**src/rtl/wb_bram_pkg.sv**
```systemverilog
// wb_bram_pkg: shared state type and constants for the Wishbone-to-BRAM sequencer
package wb_bram_pkg;
    typedef enum logic [1:0] {IDLE, WAIT, ACK} state_t;
    localparam logic [31:0] DEF_ADDR_BASE = 32'h3800_0000;
    localparam logic [31:0] DEF_ADDR_SIZE = 32'h0040_0000;
    localparam int unsigned DELAYS_MIN = 3;
    localparam int unsigned DELAYS_MAX = 255;
endpackage

```
**src/rtl/wb_bram_wait_cnt.sv**
```systemverilog
// wb_bram_wait_cnt: 8-bit wait-state counter with clear, enable and a last flag at DELAYS-2
//   clk, rst : clock, asynchronous active-high reset
//   clr, en  : clear has priority over count enable
//   cnt      : current count
//   last     : cnt has reached the final wait state
module wb_bram_wait_cnt #(
    parameter int unsigned DELAYS = 10
) (
    input  logic       clk,
    input  logic       rst,
    input  logic       clr,
    input  logic       en,
    output logic [7:0] cnt,
    output logic       last
);
    localparam logic [7:0] LAST = 8'(DELAYS - 2);
    always_ff @(posedge clk or posedge rst)
        if (rst) cnt <= '0;
        else if (clr) cnt <= '0;
        else if (en) cnt <= cnt + 8'd1;
    assign last = cnt == LAST;
endmodule

```
**src/rtl/wb_bram_ctrl.sv**
```systemverilog
// wb_bram_ctrl: Wishbone slave to BRAM sequencer with fixed wait states and immediate ack on window misses
//   wb_clk_i, wb_rst_i : clock, asynchronous active-high reset
//   wbs_*              : Wishbone slave port (single-cycle ack, read data valid with ack)
//   bram_*             : BRAM macro port (byte address, byte write enables, registered read data)
//   busy               : sequencer not idle
module wb_bram_ctrl
    import wb_bram_pkg::*;
#(
    parameter int unsigned DELAYS    = 10,
    parameter logic [31:0] ADDR_BASE = DEF_ADDR_BASE,
    parameter logic [31:0] ADDR_SIZE = DEF_ADDR_SIZE,
    parameter int unsigned AW        = 17
) (
    input  logic          wb_clk_i,
    input  logic          wb_rst_i,
    input  logic          wbs_stb_i,
    input  logic          wbs_cyc_i,
    input  logic          wbs_we_i,
    input  logic [3:0]    wbs_sel_i,
    input  logic [31:0]   wbs_adr_i,
    input  logic [31:0]   wbs_dat_i,
    output logic          wbs_ack_o,
    output logic [31:0]   wbs_dat_o,
    output logic          bram_en,
    output logic [3:0]    bram_we,
    output logic [AW-1:0] bram_a,
    output logic [31:0]   bram_di,
    input  logic [31:0]   bram_do,
    output logic          busy
);
    if (DELAYS < DELAYS_MIN || DELAYS > DELAYS_MAX) begin : g_bad_delays
        $error("wb_bram_ctrl: DELAYS must be within 3..255");
    end
    // 33-bit end bound so a window touching the top of the address space does not wrap
    localparam logic [32:0] ADDR_END = {1'b0, ADDR_BASE} + {1'b0, ADDR_SIZE};
    state_t state, state_nx;
    logic [AW-1:0] a_r;
    logic [31:0] di_r, dat_r;
    logic [3:0] sel_r;
    logic we_r, req, hit, last;
    logic [7:0] cnt;
    logic [AW-1:0] off;
    assign req = wbs_stb_i & wbs_cyc_i;
    assign hit = wbs_adr_i >= ADDR_BASE && {1'b0, wbs_adr_i} < ADDR_END;
    assign off = wbs_adr_i[AW-1:0] - ADDR_BASE[AW-1:0];
    wb_bram_wait_cnt #(.DELAYS(DELAYS)) u_cnt (
        .clk (wb_clk_i),
        .rst (wb_rst_i),
        .clr (state != WAIT),
        .en  (state == WAIT),
        .cnt (cnt),
        .last(last)
    );
    always_ff @(posedge wb_clk_i or posedge wb_rst_i)
        if (wb_rst_i) state <= IDLE;
        else state <= state_nx;
    always_comb begin
        state_nx = state;
        unique case (state)
            IDLE:    state_nx = req ? (hit ? WAIT : ACK) : IDLE;
            WAIT:    state_nx = !wbs_cyc_i ? IDLE : (last ? ACK : WAIT);
            ACK:     state_nx = IDLE;
            default: state_nx = IDLE;
        endcase
    end
    always_ff @(posedge wb_clk_i or posedge wb_rst_i)
        if (wb_rst_i) begin
            a_r   <= '0;
            di_r  <= '0;
            sel_r <= '0;
            we_r  <= 1'b0;
            dat_r <= '0;
        end else if (state == IDLE && req) begin
            dat_r <= '0;
            if (hit) begin
                a_r   <= off;
                di_r  <= wbs_dat_i;
                sel_r <= wbs_sel_i;
                we_r  <= wbs_we_i;
            end
        end else if (state == WAIT && last && !we_r) begin
            dat_r <= bram_do;
        end
    assign busy      = state != IDLE;
    assign wbs_ack_o = state == ACK;
    assign wbs_dat_o = wbs_ack_o ? dat_r : '0;
    assign bram_en   = state == WAIT;
    // cyc gating is the one input-to-output path: it lets an abort in the first wait cycle cancel the write
    assign bram_we   = (bram_en && cnt == 8'd0 && we_r && wbs_cyc_i) ? sel_r : 4'h0;
    assign bram_a    = a_r;
    assign bram_di   = di_r;
endmodule

```
**config.mk**
```make
export PLATFORM = sky130hd
export DESIGN_NAME = wb_bram_ctrl
export DESIGN_NICKNAME = d
export VERILOG_FILES = /design/src/rtl/wb_bram_pkg.sv /design/src/rtl/wb_bram_wait_cnt.sv /design/src/rtl/wb_bram_ctrl.sv
export SDC_FILE = /design/constraint.sdc
export NUM_CORES = 1
export LEC_CHECK = 0
export BUFFER_PORTS_ARGS = -buffer_cell sky130_fd_sc_hd__buf_2
export CAP_MARGIN = 20
export CELL_PAD_IN_SITES_DETAIL_PLACEMENT = 0
export CELL_PAD_IN_SITES_GLOBAL_PLACEMENT = 2
export CORE_ASPECT_RATIO = 0.8
export CORE_UTILIZATION = 30
export CTS_BUF_LIST = sky130_fd_sc_hd__clkbuf_4 sky130_fd_sc_hd__clkbuf_8
export CTS_CLUSTER_SIZE = 30
export DETAILED_ROUTE_END_ITERATION = 6
export PLACE_DENSITY_LB_ADDON = 0.25
export SYNTH_ARGS = -nofsm -noshare
export SYNTH_HDL_FRONTEND = slang
export SYNTH_SLANG_ARGS = --single-unit
export TNS_END_PERCENT = 1
```
**constraint.sdc**
```tcl
create_clock -name wb_clk_i -period 4.9 [get_ports wb_clk_i]
set_clock_uncertainty 0.2 [all_clocks]
set_input_delay 0.98 -clock wb_clk_i [delete_from_list [all_inputs] [get_ports wb_clk_i]]
set_output_delay 0.98 -clock wb_clk_i [all_outputs]
set_load 0.01 [all_outputs]
```
==> metrics.txt <==
status completed; final instance area 5490 um^2; placed cells 703; worst slack, placed 1.48 ns; Cell Chain, Critical Path or4_4, nor4_1, and2_1, buf_2; Worst path slowest cell nor4_1; Final Hold Vio Count 0; drt pass-1 iters 4; nets approximately 640; maximum VDD drop approximately 0.00022 V; Die Height approximately 110 um; GRT Overall Usage 0.143; Clock Tree Root clkbuf_8; RR Endpoint bram_a[0]$_DFFE_PP0P_; power density over the cells 246 nW/um^2; die footprint ~15000 um^2; Mapped Nets around 460; H-tree depth 3; CTS buffer count 9; leakage power roughly 3.4 nW; Routability Congestion roughly 0.69; CTS tree built; sequential share of the synthesized area 0.567; Setup violations, final 0; initial antenna violation count 0; Hold Crit Class reg -> reg; clk_lat worst skew roughly 0.36 ns; post-CTS sizing 0; CP Depth 4; Avg Inst Size Synth ~12 um^2; Max Cap Viol 0; Die W 135 um; yosys warns 0; reg2reg path depth 4; fin worst setup slack about 1.4 ns; kind of critical path reg -> out; Cell Rows 38; Layout Cells excl Fill 717; Residual DRC 0; total negative slack 0 ns; final hold slack 0.288 ns; Relative slew margins 0.519; pin count of the biggest net entering global routing 59; Total Wirelength ~10000 um; Area Growth Syn to Fin 29.7%; period utilisation layout 0.721; R2R setup slack 2.27 ns; Via Count around 3.1k; share of cells above drive strength 1 0.492; unique cell type count in the Yosys netlist 29; placed instance area 5330 um^2; Buf/Inv on CP 1; core area roughly 14000 um^2; Fillers 1390; Yosys reg bits between 90 and 100; CP endpoint bram_we[0]; # IOs ~190; number of port buffers between 150 and 200; total power between 1 and 1.5 mW; Slew @ Worst Pin 0.722 ns; vias per cell between 4 and 5; fmax ~280 MHz; CP required 3.72 ns; drt wl/cell roughly 14 um; Slew Viols, Final 0; Critical Path Start u_cnt.cnt[4]$_DFF_PP0_; Syn Std Cell Area roughly 4200 um^2; drt initial violations 86; Num Clock Sinks 96; Worst path max stage delay 0.61 ns; WP data arrival approximately 2.4 ns; most frequent cells in the layout buf_2 (187), dfrtp_1 (96), mux2_2 (54), and2_1 (37), inv_1 (35); first-pass GRT wire length ~16000 um; # diodes 0; CP Max Fanout 5; vias in the first global route ~3.2k; initial core utilization 0.310; maximum buffer depth of the clock tree 2; DP HPWL a little over 7000 um; hold_buf cts 0; FF-to-FF Start state[0]$_DFF_PP0_; RSZ-0062 raised after global routing false; CP Launch Type register; remaining antenna violation count 0; Finished Core Util 0.403; post-CTS setup buffers 0; Syn Inst Count 350; clock-pin transition on the worst setup and hold timing paths ~0.090 ns; Tmin final between 3 and 4 ns; most common cell after layout, fill and taps aside buf_2; Top delay family on crit path simple AND/OR/NAND/NOR gates; crit end category output port; total congestion overflow 0
==> worst min-delay path by stage <==
stage                      startpoint                     end  slack, ns  cells past startpoint
4_1_cts        u_cnt.cnt[0]$_DFF_PP0_  u_cnt.cnt[0]$_DFF_PP0_       0.30                      1
5_1_grt        u_cnt.cnt[0]$_DFF_PP0_  u_cnt.cnt[0]$_DFF_PP0_       0.31                      1
3_3_place_gp   u_cnt.cnt[0]$_DFF_PP0_  u_cnt.cnt[0]$_DFF_PP0_       0.28                      1
2_1_floorplan  u_cnt.cnt[0]$_DFF_PP0_  u_cnt.cnt[0]$_DFF_PP0_       0.25                      1
3_5_place_dp   u_cnt.cnt[0]$_DFF_PP0_  u_cnt.cnt[0]$_DFF_PP0_       0.28                      1
6_report       u_cnt.cnt[0]$_DFF_PP0_  u_cnt.cnt[0]$_DFF_PP0_       0.29                      1
==> power breakdown <==
| part | total (mW) | switching (mW) | leakage (nW) | internal, mW |
|---|---|---|---|---|
| Combinational | 0.0837 | 0.0442 | 1.97 | 0.0395 |
| Clock | 0.469 | 0.259 | 0.0896 | 0.210 |
| Sequential | 0.797 | 0.00198 | 1.34 | 0.795 |
| Total | 1.35 | 0.305 | 3.40 | 1.04 |
==> synthesized netlist by cell type <==
master,number,share of area
buf_12,3,0.014
o21ai_0,4,0.0047
nand4_1,2,0.0030
mux2_2,54,0.14
inv_1,36,0.032
nand4bb_1,1,0.0027
a22o_1,1,0.0021
buf_6,1,0.0027
xnor2_1,1,0.0021
nor2b_1,1,0.0015
or2_2,1,0.0015
nand2b_1,3,0.0044
nor4_1,2,0.0030
and2_1,37,0.055
nand3_1,4,0.0047
ha_1,2,0.0059
and4b_1,1,0.0024
nor3_1,1,0.0012
clkbuf_1,14,0.012
nand3b_1,2,0.0035
mux2i_1,32,0.076
a21oi_1,3,0.0035
or3_1,3,0.0044
xor2_1,2,0.0041
nor2_1,6,0.0053
or4_4,2,0.0053
nand2_1,34,0.030
nor4bb_1,1,0.0024
dfrtp_1,96,0.57
==> layout make-up <==
type	count	area, um^2	share of cell area
inverter	36	138	0.0251
multi-input combinational	200	1580	0.287
clock buffer	13	160	0.0292
sequential	96	2400	0.437
tap	180	225	0.0410
clock inverter	1	5.00	0.000911
timing repair buffer	191	986	0.179
==> layer usage <==
metal	share of wire	wire, um	track usage
met1	0.45	4550	0.178
met2	0.43	4400	0.219
met3	0.11	1070	0.0656
met4	0.012	126	0.0506
met5	0	0	0
==> registers in the layout (all words and copies together) (netlist names) <==
signal / count
bram_di: 32
state: 2
we_r: 1
sel_r: 4
dat_r: 32
bram_a: 17
u_cnt.cnt: 8
==> logic make-up (layout without fill, tap and decap cells) <==
family,Yosys count,in the layout,share of synthesized area
flops,96,96,0.567
simple gates,101,101,0.130
compound gates,8,8,0.0103
mux,86,86,0.219
xor+xnor,3,3,0.00620
fa+ha+maj,2,2,0.00591
buf+inv,54,241,0.0612
Note: power is estimated with default switching activity, not from simulation.
